File: config.mk
export PLATFORM = sky130hd
export DESIGN_NAME = siren_sweep_flat
export DESIGN_NICKNAME = d
export VERILOG_FILES = /design/src/rtl/siren_sweep_if.sv /design/src/rtl/siren_sweep.sv /design/src/flat_wrapper.sv
export SDC_FILE = /design/constraint.sdc
export NUM_CORES = 1
export LEC_CHECK = 0
export BUFFER_PORTS_ARGS = -buffer_cell sky130_fd_sc_hd__buf_2
export CAP_MARGIN = 30
export CORE_ASPECT_RATIO = 1.4
export CORE_MARGIN = 2
export CORE_UTILIZATION = 50
export DETAILED_ROUTE_END_ITERATION = 6
export HOLD_SLACK_MARGIN = 0.02
export MAX_ROUTING_LAYER = met4
export PLACE_DENSITY = 0.7
export SKIP_LAST_GASP = 1
export SYNTH_ARGS = -nofsm -noshare
export SYNTH_HDL_FRONTEND = slang
export SYNTH_SLANG_ARGS = --single-unit
export TNS_END_PERCENT = 10
File: constraint.sdc
create_clock -name clk -period 4.5 [get_ports clk]
set_clock_uncertainty 0.05 [all_clocks]
set_input_delay 0.9 -clock clk [delete_from_list [all_inputs] [get_ports clk]]
set_output_delay 0.9 -clock clk [all_outputs]
set_load 0.01 [all_outputs]
File: src/rtl/siren_sweep_if.sv
// Control and pitch bus between the siren sequencer (master) and the sweep
// controller (slave).  dbg_state exposes the controller FSM state.
interface siren_sweep_if #(
    parameter int PITCH_W = 14,
    parameter int SPEED_W = 8,
    parameter int DWELL_W = 8
);
    logic               en;
    logic               step;
    logic [1:0]         mode;
    logic [PITCH_W-1:0] lo_pitch;
    logic [PITCH_W-1:0] hi_pitch;
    logic [SPEED_W-1:0] wspeed;
    logic [DWELL_W-1:0] dwell;
    logic [PITCH_W-1:0] pitch;
    logic               dir;
    logic               cycle_done;
    logic [2:0]         dbg_state;

    modport master (
        output en, step, mode, lo_pitch, hi_pitch, wspeed, dwell,
        input  pitch, dir, cycle_done, dbg_state
    );

    modport slave (
        input  en, step, mode, lo_pitch, hi_pitch, wspeed, dwell,
        output pitch, dir, cycle_done, dbg_state
    );
endinterface

File: src/rtl/siren_sweep.sv
// Siren pitch-sweep controller: on each step strobe moves the pitch word
// between lo/hi bounds in triangle, saw, two-tone or steady mode, clamped exactly.
module siren_sweep #(
    parameter int PITCH_W = 14,
    parameter int SPEED_W = 8,
    parameter int DWELL_W = 8
) (
    input logic         clk,
    input logic         rst_n,
    siren_sweep_if.slave bus
);
    typedef enum logic [2:0] {
        S_IDLE    = 3'd0,
        S_UP      = 3'd1,
        S_DOWN    = 3'd2,
        S_HOLD_LO = 3'd3,
        S_HOLD_HI = 3'd4
    } state_t;

    localparam logic [1:0] M_TRI    = 2'b00;
    localparam logic [1:0] M_SAW    = 2'b01;
    localparam logic [1:0] M_STEADY = 2'b11;

    state_t             r_state;
    logic [1:0]         r_amode;
    logic [DWELL_W-1:0] r_cnt;
    logic [PITCH_W-1:0] r_pitch;
    logic               r_dir;
    logic               r_done;

    logic [PITCH_W:0]   w_speed_x;
    logic [PITCH_W:0]   w_up_sum;
    logic [PITCH_W:0]   w_lo_sum;
    logic [PITCH_W-1:0] w_up;
    logic [PITCH_W-1:0] w_down;
    logic               w_degen;
    logic               w_restart;

    // One extra bit of headroom so neither bound computation can wrap.
    assign w_speed_x = {{(PITCH_W+1-SPEED_W){1'b0}}, bus.wspeed};
    assign w_up_sum  = {1'b0, r_pitch} + w_speed_x;
    assign w_lo_sum  = {1'b0, bus.lo_pitch} + w_speed_x;
    assign w_up      = (w_up_sum > {1'b0, bus.hi_pitch}) ? bus.hi_pitch
                                                         : w_up_sum[PITCH_W-1:0];
    assign w_down    = ({1'b0, r_pitch} < w_lo_sum) ? bus.lo_pitch
                                                    : r_pitch - w_speed_x[PITCH_W-1:0];
    assign w_degen   = (bus.lo_pitch >= bus.hi_pitch) && (r_amode != M_STEADY);
    assign w_restart = (r_state == S_IDLE) || (bus.mode != r_amode);

    always_ff @(posedge clk or negedge rst_n) begin
        if (!rst_n) begin
            r_state <= S_IDLE;
            r_amode <= M_TRI;
            r_cnt   <= '0;
            r_pitch <= '0;
            r_dir   <= 1'b0;
            r_done  <= 1'b0;
        end else begin
            r_done <= 1'b0;
            if (!bus.en) begin
                r_state <= S_IDLE;
                r_cnt   <= '0;
                r_dir   <= 1'b0;
            end else if (bus.step) begin
                if (w_restart) begin
                    r_pitch <= bus.lo_pitch;
                    r_amode <= bus.mode;
                    r_cnt   <= '0;
                    if (bus.mode == M_TRI || bus.mode == M_SAW) begin
                        r_state <= S_UP;
                        r_dir   <= 1'b1;
                    end else begin
                        r_state <= S_HOLD_LO;
                        r_dir   <= 1'b0;
                    end
                end else if (w_degen) begin
                    r_pitch <= bus.lo_pitch;
                end else begin
                    case (r_state)
                        S_UP: begin
                            if (r_amode == M_SAW) begin
                                if (r_pitch == bus.hi_pitch) begin
                                    r_pitch <= bus.lo_pitch;
                                    r_done  <= 1'b1;
                                end else begin
                                    r_pitch <= w_up;
                                end
                            end else begin
                                r_pitch <= w_up;
                                if (w_up == bus.hi_pitch) begin
                                    r_state <= S_DOWN;
                                    r_dir   <= 1'b0;
                                end
                            end
                        end
                        S_DOWN: begin
                            r_pitch <= w_down;
                            if (w_down == bus.lo_pitch) begin
                                r_state <= S_UP;
                                r_dir   <= 1'b1;
                                r_done  <= 1'b1;
                            end
                        end
                        S_HOLD_LO: begin
                            if (r_amode == M_STEADY) begin
                                r_pitch <= bus.lo_pitch;
                            end else if (r_cnt == bus.dwell) begin
                                r_pitch <= bus.hi_pitch;
                                r_cnt   <= '0;
                                r_state <= S_HOLD_HI;
                                r_dir   <= 1'b1;
                            end else begin
                                r_cnt <= r_cnt + {{(DWELL_W-1){1'b0}}, 1'b1};
                            end
                        end
                        S_HOLD_HI: begin
                            if (r_cnt == bus.dwell) begin
                                r_pitch <= bus.lo_pitch;
                                r_cnt   <= '0;
                                r_state <= S_HOLD_LO;
                                r_dir   <= 1'b0;
                                r_done  <= 1'b1;
                            end else begin
                                r_cnt <= r_cnt + {{(DWELL_W-1){1'b0}}, 1'b1};
                            end
                        end
                        default: begin
                            r_state <= S_IDLE;
                            r_dir   <= 1'b0;
                        end
                    endcase
                end
            end
        end
    end

    assign bus.pitch      = r_pitch;
    assign bus.dir        = r_dir;
    assign bus.cycle_done = r_done;
    assign bus.dbg_state  = r_state;
endmodule

File: src/flat_wrapper.sv
// flat-port wrapper written by rule: the top's interface ports become plain ports
module siren_sweep_flat 
#(
    parameter int PITCH_W = 14,
    parameter int SPEED_W = 8,
    parameter int DWELL_W = 8
)
  (clk, rst_n, bus_en, bus_step, bus_mode, bus_lo_pitch, bus_hi_pitch, bus_wspeed, bus_dwell, bus_pitch, bus_dir, bus_cycle_done, bus_dbg_state);
  siren_sweep_if #(.PITCH_W(PITCH_W), .SPEED_W(SPEED_W), .DWELL_W(DWELL_W)) bus_i ();
  input logic clk;
  input logic rst_n;
  input wire logic [$bits(bus_i.en)-1:0] bus_en;
  input wire logic [$bits(bus_i.step)-1:0] bus_step;
  input wire logic [$bits(bus_i.mode)-1:0] bus_mode;
  input wire logic [$bits(bus_i.lo_pitch)-1:0] bus_lo_pitch;
  input wire logic [$bits(bus_i.hi_pitch)-1:0] bus_hi_pitch;
  input wire logic [$bits(bus_i.wspeed)-1:0] bus_wspeed;
  input wire logic [$bits(bus_i.dwell)-1:0] bus_dwell;
  output wire logic [$bits(bus_i.pitch)-1:0] bus_pitch;
  output wire logic [$bits(bus_i.dir)-1:0] bus_dir;
  output wire logic [$bits(bus_i.cycle_done)-1:0] bus_cycle_done;
  output wire logic [$bits(bus_i.dbg_state)-1:0] bus_dbg_state;
  assign bus_i.en = bus_en;
  assign bus_i.step = bus_step;
  assign bus_i.mode = bus_mode;
  assign bus_i.lo_pitch = bus_lo_pitch;
  assign bus_i.hi_pitch = bus_hi_pitch;
  assign bus_i.wspeed = bus_wspeed;
  assign bus_i.dwell = bus_dwell;
  assign bus_pitch = bus_i.pitch;
  assign bus_dir = bus_i.dir;
  assign bus_cycle_done = bus_i.cycle_done;
  assign bus_dbg_state = bus_i.dbg_state;
  siren_sweep #(.PITCH_W(PITCH_W), .SPEED_W(SPEED_W), .DWELL_W(DWELL_W)) u_core (.clk(clk), .rst_n(rst_n), .bus(bus_i));
endmodule
-- After elaboration in Yosys (flattened, before gate mapping)
Cells that the tools add are included.
W data, S select, Z words.
- add/subtract/negate cells: 4
- order comparisons: 3
- equal/unequal tests: 24
- multiplexer cells: 50
- reductions and logical operators: 10
- operators with widths (cell ; count):
    $mux W14 ; 9
    $pmux W14 S4 ; 1
    $mux W8 ; 6
    $eq A14 B14 Y1 ; 3
    $add A14 B8 Y15 ; 2
    $mux W3 ; 10
    $mux W1 ; 19
    $ne A4 B2 Y1 const B ; 4
    $pmux W8 S2 ; 1
    $gt A15 B14 Y1 ; 1
    $lt A14 B15 Y1 ; 1
    $ge A14 B14 Y1 ; 1
    $sub A14 B8 Y14 ; 1
    $pmux W3 S4 ; 1
    $add A8 B1 Y8 const B ; 1
    $eq A8 B8 Y1 ; 1
    $ne A4 B1 Y1 const B ; 2
    $ne A4 B3 Y1 const B ; 2
    $reduce_and A8 Y1 ; 1
    $eq A3 B2 Y1 const B ; 2
    $reduce_bool A6 Y1 ; 1
    $ne A5 B1 Y1 const B ; 1
    $reduce_and A5 Y1 ; 1
    $eq A2 B1 Y1 const B ; 2
    other kinds (16) ; 17
- flip-flop bits (word level): 29
- output and inout bits: 19

-- Logic depth before layout (Yosys ltp)
- depth after elaboration: 11
- depth in mapped cells: 21
- gate-level depth less buffers: 20

-- Worst setup path before layout
OpenSTA, ideal clock, no wires.
- path type: input -> register
- start point: input bus_wspeed[1]
- end point: register u_core.r_pitch[10], in the netlist u_core.bus.pitch[10]
- setup time: 0.082 ns
- arrival: 4.542 ns
- setup slack: -0.174 ns
- stages on the path: 19
- buffers on the path: 2
- path through: inv_1 > ha_1 > nand2b_1 > a2111o_1 > a211oi_1 > o21ai_0 > xnor2_1 > ha_1 > nand3_1 > nor4_1 > a21oi_1 > a21boi_0 > a211o_1 > buf_2 > buf_2 > mux2i_1 > o211ai_1 > o2111ai_1 > a31oi_1
- word-level cells in the longest chain between the ends: 8
- elaborated cells between the ends (all ways): 12
- those cells by class: 3 x add/sub; 2 x order compare; 7 x mux
- ends and longest elaborated chain (what ; RTL line ; RTL):
    from (decl) ; flat_wrapper.sv:17 ; input wire logic [$bits(bus_i.wspeed)-1:0] bus_wspeed;
    $add A14 B8 Y15 ; siren_sweep.sv:41 ; assign w_up_sum = {1'b0, r_pitch} + w_speed_x;
    $gt A15 B14 Y1 ; siren_sweep.sv:43 ; assign w_up = (w_up_sum > {1'b0, bus.hi_pitch}) ? bus.hi_pitch
    $mux W14 ; siren_sweep.sv:43 ;
    $mux W14 ; siren_sweep.sv:82 ; if (r_pitch == bus.hi_pitch) begin
    $mux W14 ; siren_sweep.sv:81 ; if (r_amode == M_SAW) begin
    $pmux W14 S4 * ; siren_sweep.sv:79 ; case (r_state)
    $mux W14 * ; siren_sweep.sv:76 ; end else if (w_degen) begin
    $mux W14 * ; siren_sweep.sv:65 ; if (w_restart) begin
    to (signal assigned) ; siren_sweep.sv:66 ; r_pitch <= bus.lo_pitch;
    to (signal assigned) ; siren_sweep.sv:77 ; r_pitch <= bus.lo_pitch;
    to (signal assigned) ; siren_sweep.sv:83 ; r_pitch <= bus.lo_pitch;
    to (decl) ; siren_sweep.sv:27 ; logic [PITCH_W-1:0] r_pitch;
Mark *: on every way between the ends. The rest lies on a longest branch, timed or not.
A chain may end at the register's enable or synchronous reset.

-- Worst setup path in the final report
- start point: input bus_wspeed[1]
- end point: register u_core.r_pitch[9], in the netlist u_core.bus.pitch[9]
The elaborated chain is that of the path after synthesis.

==> results.json <==
{
  "clockBufferDepth": 2,
  "grt_pass1_vias": 7284,
  "dieHeight_um": 134,
  "synthXorXnorAreaFrac_pct": 12.4,
  "crit_path_start": "bus_wspeed[1]",
  "grtUsageTotal_pct": 38.8,
  "io_pins": 69,
  "path_buf_inv": 4,
  "maxSlewHeadroom_pct": 46.1,
  "dieArea_um2": 13000,
  "ys_warn_count": 0,
  "drc": 0,
  "finalWirelength_mm": 24.9,
  "die_x_um": 96.8,
  "worstHoldEndpoint": "u_core.r_cnt[7]$_DFFE_PN0P_",
  "path_class": "in -> reg",
  "power_leakage_nw": 3.57,
  "antenna_found_initial": 1,
  "synth.area.top_cells": "ha_1, dfrtp_1, xnor2_1, o21ai_0, nand2_1",
  "cts_tree": "built",
  "yosys.area.top_type_share_pct": 13.7,
  "p_total_mw": 4.20,
  "synth_top_family_by_area": "compound AO/OA/AOI/OAI gates",
  "period_minus_slack_ps": 4550,
  "cp_cell_sequence": "buf_6 > inv_4 > ha_4 > nand2b_4 > a2111o_1 > and2_1 > buf_4 > xnor2_1 > ha_1 > nand4_1 > nor4_4 > a21oi_2 > a21boi_2 > a211o_4 > buf_12 > mux2i_4 > o311ai_2 > o31ai_1 > a22oi_1",
  "synth_edf_count": 0,
  "rrSetupSlack_ps": 190,
  "final_nets": 1097,
  "tns_ps": -138,
  "synth.mux.area_fraction_pct": 4.71,
  "rsz0062_at_grt": "true",
  "worstHoldPathType": "reg -> reg",
  "antenna_left": 0,
  "vias_per_cell": 6.41,
  "synth_top_area_cell": "ha_1",
  "start_util_pct": 51.0,
  "routed-wl-met2_mm": 12.3,
  "synth_most_common_cell": "nand2_1",
  "synth_fa_ha_area_share_pct": 14.7,
  "syn-num-nets": 932,
  "outcome": "complete, but fails checks",
  "max_freq_mhz": 220,
  "final-hold-violation-count": 0,
  "gp_congestion": 1.10,
  "netlist_top_cells_count": "nand2_1, ha_1, o21ai_0",
  "dpl.hpwl_mm": 20.0,
  "core_um2": 11800,
  "cts_hold_buf": 0,
  "wl_per_cell_um": 22.1,
  "syn2layout_area_growth_pct": 30.4,
  "vias": 7229,
  "hold_depth": 1,
  "htreeDepth": 2,
  "post-place-ws_ps": -585,
  "top_layer_used": "met4",
  "reg2reg_to": "u_core.bus.pitch[9]$_DFFE_PN0P_",
  "crit_slowest_cell": "a2111o_1",
  "dr.pass1.iters": 5,
  "cp-start-kind": "input port",
  "synth-simple-area-share_pct": 21.3,
  "syn_area_per_cell_um2": 7.42,
  "worst_ep_required_time_ps": 4650,
  "max_cap_violations": 0,
  "cts.reportedPaths.clkPinSlew_ps": 60,
  "drt_iter0_markers": 536,
  "period_share_pct": 101,
  "synth-seq-cells": 29,
  "setup_viol": 7,
  "netlist_area_um2": 6030,
  "cts_sinks": 29,
  "met3_length_mm": 1.49,
  "peakVddDrop_uv": 325,
  "clkLatencyLatePin_ps": 290,
  "drv_slew": 0,
  "grt_overflow": 0,
  "violations": "negative setup slack",
  "async_flop_share_pct": 100,
  "syn_inst": 813,
  "synth-main-ff-cell": "dfrtp_1",
  "rows": 47,
  "cts_root_buffer": "clkbuf_16",
  "critical-path-max-stage-delay_ps": 490,
  "io_buffers": 68,
  "worstRegToRegCells": 17,
  "synth-compound-area-share_pct": 28.7,
  "worst_slack_ps": -52.2,
  "crit_fanout": 7,
  "critPathArrivalTime_ps": 4700,
  "yosysUniqueCellTypes": 79,
  "power_density_nw_per_um2": 534,
  "tightest_slew_ps": 808,
  "setup.worst_path.end_class": "flip-flop",
  "grt_max_degree": 31,
  "grt_first_pass_wirelength_mm": 38.7,
  "hp-start": "u_core.r_cnt[7]$_DFFE_PN0P_",
  "layout-drive-gt1-share_pct": 27.8,
  "crit_family": "compound AO/OA/AOI/OAI gates",
  "wl_met1_mm": 9.07,
  "yosysSeqAreaShare_pct": 12.0,
  "numCtsBuffers": 5,
  "crit_cells": 19,
  "rr_startpoint": "u_core.bus.pitch[1]$_DFFE_PN0P_"
}
## cells by family (layout without fill, tap and decap cells)
family / Yosys count / in the layout
and+or+nand+nor: 257 / 257
AOI/OAI and AO/OA: 252 / 252
buffers and inverters: 96 / 262
xor gates and xnor gates: 82 / 82
adders and majority gates: 69 / 69
DFF: 29 / 29
muxes: 28 / 28
other: 0 / 1
## power by group
group | total, mW | switching (mW) | internal, mW
Clock | 0.406 | 0.144 | 0.262
Combinational | 3.37 | 1.81 | 1.57
Sequential | 0.421 | 0.109 | 0.312
## flip-flops by register name, summed over array words and instances (netlist names)
signal                 cells
u_core.r_amode             2
u_core.bus.cycle_done      1
u_core.bus.dbg_state       3
u_core.bus.pitch          14
u_core.r_cnt               8
u_core.bus.dir             1
## layer usage
layer  track usage, %  vias to the layer above
li1                 -                     3330
met1             42.3                     3409
met3             4.43                      118
met4             26.4                        0
met5                -                        -
met2             66.1                      372
## worst reg2reg max path: cells and delay by family (launching register included)
kind                       cells  cell delay (ps)
buffers and inverters          2              320
muxes                          1              190
and+or+nand+nor                4              880
AOI/OAI and AO/OA              7             1600
xor gates and xnor gates       1              150
adders and majority gates      2              580
DFF                            1              460
## metrics by stage
step | hold slack, ps | std cells | utilization (%) | instance area (um2)
after floorplan | 424 | 813 | - | 6070
after global placement | 458 | 1100 | 61.9 | 7310
after detailed placement | 474 | 1100 | 61.9 | 7310
after CTS | 488 | 1120 | 65.3 | 7720
after global routing | 499 | 1127 | 66.6 | 7870
final | 488 | 1127 | 66.6 | 7870
## how the worst max path moves through the flow
stage	endpoint	slack (ps)
floorplan	u_core.bus.pitch[10]$_DFFE_PN0P_	-40
global placement	u_core.bus.pitch[12]$_DFFE_PN0P_	-490
detailed placement	u_core.bus.pitch[12]$_DFFE_PN0P_	-580
CTS	u_core.bus.pitch[10]$_DFFE_PN0P_	-40
global route	u_core.bus.pitch[9]$_DFFE_PN0P_	-260
finish	u_core.bus.pitch[9]$_DFFE_PN0P_	-50
## area by class of cell
cell class | instances | area (um2)
sequential | 29 | 726
tap | 147 | 184
clock buffer | 5 | 125
inverter | 52 | 198
antenna | 1 | 2.50
clock inverter | 3 | 46.3
timing repair buffer | 202 | 1400
multi-input combinational | 688 | 5190
fill | 1033 | 3950
## cells in the final DEF (no fill, tap or decap), drive strengths merged, types with 4 or more instances in the layout
cell	synthesis	final
mux2i	25	25
or2	4	4
a21oi	51	51
xor2	27	27
nor3	14	14
xnor2	53	53
inv	51	51
a21boi	5	5
a32o	5	5
nand2b	11	11
a31oi	13	13
a211o	7	7
o21a	6	6
nand2	77	77
o21ai	65	65
a21o	8	8
o221ai	7	7
nand4	15	15
nand3	31	31
a2bb2oi	4	4
o211ai	14	14
buf	10	202
dfrtp	29	29
o311ai	5	5
nor2b	12	12
o21bai	5	5
o31ai	5	5
a211oi	13	13
and3	9	9
ha	66	66
nor2	47	47
nor4	14	14
and2	10	10
clkbuf	34	5
o22ai	4	4
## what timing repair did
item                                    CTS  global route
endpoints found under the setup margin   18            18
pin swaps                                22            22
gates cloned                              1             0
resized for setup                        36            20
setup buffers                            11             6
Power figures use the tool's default switching activity.
